**config.mk**
```make
export PLATFORM = sky130hd
export DESIGN_NAME = jk_reg_bank
export DESIGN_NICKNAME = d
export VERILOG_FILES = /design/src/rtl/jk_pkg.sv /design/src/rtl/jk_cell.sv /design/src/rtl/jk_reg_bank.sv
export SDC_FILE = /design/constraint.sdc
export NUM_CORES = 1
export LEC_CHECK = 0
export CORE_ASPECT_RATIO = 0.9
export CORE_MARGIN = 2
export CORE_UTILIZATION = 47
export CTS_CLUSTER_SIZE = 8
export DETAILED_ROUTE_END_ITERATION = 8
export PLACE_DENSITY = 0.82
export SLEW_MARGIN = 20
export SYNTH_ARGS = -nofsm -noshare
export SYNTH_HDL_FRONTEND = slang
export SYNTH_SLANG_ARGS = --single-unit
export TNS_END_PERCENT = 30
```
**constraint.sdc**
```tcl
create_clock -name clk -period 2.05 [get_ports clk]
set_clock_uncertainty 0.15 [all_clocks]
set_input_delay 0.5125 -clock clk [delete_from_list [all_inputs] [get_ports clk]]
set_output_delay 0.5125 -clock clk [all_outputs]
set_load 0.02 [all_outputs]
```
**src/rtl/jk_pkg.sv**
```systemverilog
// Shared types for the jk_reg_bank flag register.
//
// Contents:
//   jk_mode_e  next-state semantics selector used by jk_reg_bank and jk_cell
//              (0=JK, 1=SR, 2=D, 3=T)
package jk_pkg;

    typedef enum logic [1:0] {
        JK_MODE_JK = 2'd0,
        JK_MODE_SR = 2'd1,
        JK_MODE_D  = 2'd2,
        JK_MODE_T  = 2'd3
    } jk_mode_e;

endpackage

```
**src/rtl/jk_cell.sv**
```systemverilog
// One lane of the flag register: pure combinational next-state logic.
//
// Ports:
//   q         in   current lane state
//   j         in   J / S / D / T input
//   k         in   K / R input (ignored in D and T modes)
//   mode      in   next-state semantics (jk_mode_e)
//   q_next    out  lane value after the next enabled edge
//   conflict  out  SR mode with S=R=1 on this lane
module jk_cell
    import jk_pkg::*;
(
    input  logic     q,
    input  logic     j,
    input  logic     k,
    input  jk_mode_e mode,
    output logic     q_next,
    output logic     conflict
);

    // Next-state selection for the four flip-flop flavours.
    // In SR mode the S=R=1 case holds the lane and reports a conflict.
    always_comb begin
        q_next   = q;
        conflict = 1'b0;
        case (mode)
            JK_MODE_JK: begin
                case ({j, k})
                    2'b01:   q_next = 1'b0;
                    2'b10:   q_next = 1'b1;
                    2'b11:   q_next = ~q;
                    default: q_next = q;
                endcase
            end
            JK_MODE_SR: begin
                case ({j, k})
                    2'b01:   q_next = 1'b0;
                    2'b10:   q_next = 1'b1;
                    2'b11:   conflict = 1'b1;
                    default: q_next = q;
                endcase
            end
            JK_MODE_D: q_next = j;
            JK_MODE_T: q_next = j ? ~q : q;
            default:   q_next = q;
        endcase
    end

endmodule

```
**src/rtl/jk_reg_bank.sv**
```systemverilog
// Parametrised bank of WIDTH flip-flops with run-time selectable JK/SR/D/T
// semantics, parallel load, global enable, change pulse and SR-conflict flag.
//
// Parameters:
//   WIDTH    number of lanes (>=1)
//   RST_VAL  value of q while reset is asserted
//
// Ports:
//   clk         in   rising-edge clock
//   rst_n       in   asynchronous active-low reset
//   en          in   lane update enable (0 = hold)
//   mode        in   0=JK 1=SR 2=D 3=T for all lanes
//   j, k        in   per-lane inputs
//   load        in   parallel load strobe (beats en and mode)
//   load_val    in   value written on load
//   q           out  registered state
//   qn          out  ~q
//   chg         out  registered: q changed on the previous edge
//   sr_err      out  registered: SR mode with S=R=1 on some lane
//
// Optional feature, macro JK_STICKY_CHG_EN:
//   chg_clr     in   clears chg_sticky (a lane change on the same edge wins)
//   chg_sticky  out  per-lane accumulated change flags
module jk_reg_bank
    import jk_pkg::*;
#(
    parameter int               WIDTH   = 8,
    parameter logic [WIDTH-1:0] RST_VAL = '0
) (
    input  logic             clk,
    input  logic             rst_n,
    input  logic             en,
    input  logic [1:0]       mode,
    input  logic [WIDTH-1:0] j,
    input  logic [WIDTH-1:0] k,
    input  logic             load,
    input  logic [WIDTH-1:0] load_val,
    output logic [WIDTH-1:0] q,
    output logic [WIDTH-1:0] qn,
    output logic             chg,
    output logic             sr_err
`ifdef JK_STICKY_CHG_EN
    ,
    input  logic             chg_clr,
    output logic [WIDTH-1:0] chg_sticky
`endif
);

    jk_mode_e         mode_e;
    logic [WIDTH-1:0] cell_next;
    logic [WIDTH-1:0] cell_conflict;
    logic [WIDTH-1:0] q_next;
    logic             err_next;

    assign mode_e = jk_mode_e'(mode);
    assign qn     = ~q;

    for (genvar i = 0; i < WIDTH; i++) begin : g_lane
        jk_cell u_cell (
            .q        (q[i]),
            .j        (j[i]),
            .k        (k[i]),
            .mode     (mode_e),
            .q_next   (cell_next[i]),
            .conflict (cell_conflict[i])
        );
    end

    // Bank-wide priority: load, then enabled per-lane update, then hold.
    // A conflict only counts when the lane logic is actually in control.
    always_comb begin
        q_next   = q;
        err_next = 1'b0;
        if (load) begin
            q_next = load_val;
        end else if (en) begin
            q_next   = cell_next;
            err_next = |cell_conflict;
        end
    end

    // State plus the two single-cycle status pulses, all on the same edge.
    always_ff @(posedge clk or negedge rst_n) begin
        if (!rst_n) begin
            q      <= RST_VAL;
            chg    <= 1'b0;
            sr_err <= 1'b0;
        end else begin
            q      <= q_next;
            chg    <= |(q_next ^ q);
            sr_err <= err_next;
        end
    end

`ifdef JK_STICKY_CHG_EN
    // Sticky change flags: a lane changing on this edge sets its bit even
    // when chg_clr is asserted at the same time.
    always_ff @(posedge clk or negedge rst_n) begin
        if (!rst_n) begin
            chg_sticky <= '0;
        end else begin
            chg_sticky <= (chg_sticky & ~{WIDTH{chg_clr}}) | (q_next ^ q);
        end
    end
`endif

`ifndef SYNTHESIS
    mode_known_a : assert property (@(posedge clk) disable iff (!rst_n) !$isunknown(mode))
        else $error("jk_reg_bank: mode is unknown");
`endif

endmodule

```
==> impl_metrics.py <==
metrics = {
    "floorplan": {
        "dieArea_um2": 3690,
        "rows": 19,
        "core-area_um2": 3070,
        "initial_utilization": 0.494,
        "die_w_um": 63.8,
        "num_io_pins": 48,
        "die_y_um": 57.8,
    },
    "placed_design": {
        "routabilityCongestion": 0.923,
        "io_buffer_count": 47,
        "place_inst": 327,
        "dp_slack_ns": -0.618,
        "place_hpwl_um": 4060,
    },
    "power": {
        "combPwrFrac": 0.624,
        "cellLeakagePower_uw": 0.00123,
        "p_int_uw": 592,
        "ir_drop_mv": 0.192,
        "p_per_area_nw_per_um2": 381,
        "pwr-share-clk": 0.129,
        "p_seq_frac": 0.247,
        "p_sw_uw": 404,
        "switching_share": 0.406,
    },
    "synthesis": {
        "netlist_instances": 207,
        "yosys_most_used_dff": "dfrtp_1",
        "ys_seq_elements": 10,
        "synthArstFlopShare": 1.00,
        "synth_edf_count": 0,
        "synthDistinctLibCells": 48,
        "ys_warn_count": 0,
        "syn_area_per_cell_um2": 7.31,
        "syn_area_um2": 1510,
        "syn-num-nets": 253,
        "ys_seq_area_frac": 0.165,
    },
    "setup_path": {
        "end_kind": "register",
        "crit_type": "primary input to register",
        "crit_required_ns": 2.03,
        "r2r_cells": 6,
        "worst_setup_path_start_kind": "primary input",
        "critical_path_arrival_ns": 2.09,
        "path_max_fanout": 7,
    },
    "clock_network": {
        "cts.sinks": 10,
        "clkTransAtPathRegs_ns": 0.06,
        "cts_tree": "built",
        "clk_path_buf_depth": 2,
        "htreeDepth": 1,
        "cts_hold_buffers": 0,
        "cts.root.buffer_cell": "clkbuf_4",
        "cts_buffers": 3,
        "clkLatencyLatePin_ns": 0.26,
    },
    "sta": {
        "fmax_mhz": 475,
        "fin_crit_sh": 1.03,
        "relSlewSlack": 0.699,
        "rsz0062_at_grt": "yes",
        "fin_hold_ws_ns": 0.410,
        "setup_tns_ns": -0.0556,
        "setup_slack_ns": -0.0556,
        "setup_violations": 1,
        "slew_violations": 0,
        "fin_crit_ns": 2.11,
        "tightest_slew_ns": 0.452,
        "hold_viol_final": 0,
    },
    "final_layout": {
        "layoutNonFillerInstCount": 337,
        "final_nets": 343,
        "syn2layout_area_growth_pct": 72.8,
        "fillCellCount": 182,
        "final_cell_mix": "buf_4, dlygate4sd2_1, a21oi_1",
        "ff_latch_area_um2": 250,
        "antenna_cells": 0,
        "drive_gt1_frac": 0.336,
        "multi_input_area_um2": 1310,
        "final_core_util": 0.853,
        "final_common_cell": "buf_4",
    },
    "route": {
        "wirelength_um": 5880,
        "first_pass_iters": 5,
        "ant_nets": 0,
        "first_iter_violations": 224,
        "viasPerCell": 5.94,
        "drc": 0,
        "via_count": 2002,
        "wl_per_cell_um": 17.5,
    },
    "run_status": {
        "status": "complete, but fails checks",
        "failed_checks": "negative setup slack",
    },
    "global_route": {
        "grt_pass1_vias": 1933,
        "grt_max_degree": 20,
        "antenna_found_initial": 0,
        "grt_use_total": 0.313,
        "grt_pass1_wl_um": 8950,
        "grt.overflow.total": 0,
    },
    "flow_run": {
        "drv_cap": 0,
    },
    "hold_path": {
        "hold_class": "primary input to asynchronous set/reset pin",
    },
}
==> power by group through the flow <==
stage               Clock (uW)  Sequential (uW)  Combinational, uW
floorplan                    0              241                276
global placement             0              246                527
detailed placement           0              247                535
finish                     128              246                622
global route               138              249                659
CTS                        128              245                581
==> layer usage <==
metal / vias up / wire length (um) / global-route usage / share of wire
li1: 919 / - / - / -
met2: 142 / 2720 / 0.516 / 0.46
met3: 30 / 453 / 0.0408 / 0.077
met1: 911 / 2410 / 0.391 / 0.41
met4: 0 / 293 / 0.189 / 0.050
met5: - / 0 / 0 / 0
==> state kept, by name, summed over array words and instances (netlist names) <==
| signal | count |
|---|---|
| q | 8 |
| sr_err | 1 |
| chg | 1 |
==> cells in the mapped netlist, drive strengths merged (3+ instances only) <==
library cell  count  share of area
a211oi            4          0.020
a21oi            23          0.076
and3              3          0.012
buf              16          0.071
clkbuf            3         0.0083
dfrtp            10           0.17
ha               16           0.13
inv              22          0.055
maj3              4          0.026
nand2            17          0.044
nand2b            6          0.025
nand3             6          0.020
nor2             12          0.030
nor3              3         0.0099
nor4              4          0.017
o21ai            12          0.040
o221ai            3          0.017
o22ai             3          0.012
xor2              5          0.029
==> per-stage QoR <==
stage / total power [uW] / area (um^2)
final: 996 / 2620
after detailed placement: 782 / 2290
after floorplan: 518 / 1510
after global placement: 773 / 2290
after CTS: 953 / 2550
after global routing: 1050 / 2620
==> final cells by class <==
| cell class | count | area share |
|---|---|---|
| Tap cell | 42 | 0.0201 |
| Clock buffer | 3 | 0.00861 |
| Inverter | 22 | 0.0316 |
| Timing Repair Buffer | 104 | 0.344 |
| Sequential cell | 10 | 0.0956 |
| Multi-Input combinational cell | 156 | 0.500 |
==> path summary, 6_finish.rpt <==
path                         start   end  slack [ns]
max                        mode[1]   chg       -0.06
min                          rst_n  q[0]        0.41
max reg2reg                   q[7]   chg        0.10
min reg2reg                   q[5]  q[5]        0.49
max in group asynchronous    rst_n  q[4]        1.03
min in group clk              q[5]  q[5]        0.49
==> kinds of logic (layout without fill, tap and decap cells) <==
logic type	after synthesis	count (layout)	synth area share
DFF	10	10	0.165
buffers and inverters	41	129	0.134
adders and majority gates	20	20	0.159
muxes	1	1	0.00661
AOI/OAI and AO/OA	64	64	0.272
and+or+nand+nor	65	65	0.229
xor gates and xnor gates	6	6	0.0347
==> what timing repair did <==
item | 4_1_cts | 5_1_grt
resized for setup | 67 | 16
endpoints found under the setup margin | 14 | 9
pin swaps | 18 | 5
buffers inserted | 7 | 0
==> worst max-delay path: stages <==
cell	delay, ns
dlygate4sd2_1	0.26
buf_6	0.14
and2b_2	0.25
nand2_2	0.07
o311a_1	0.34
and3_4	0.18
a311oi_2	0.23
nand4_1	0.11
Note: power is estimated with default switching activity, not from simulation.
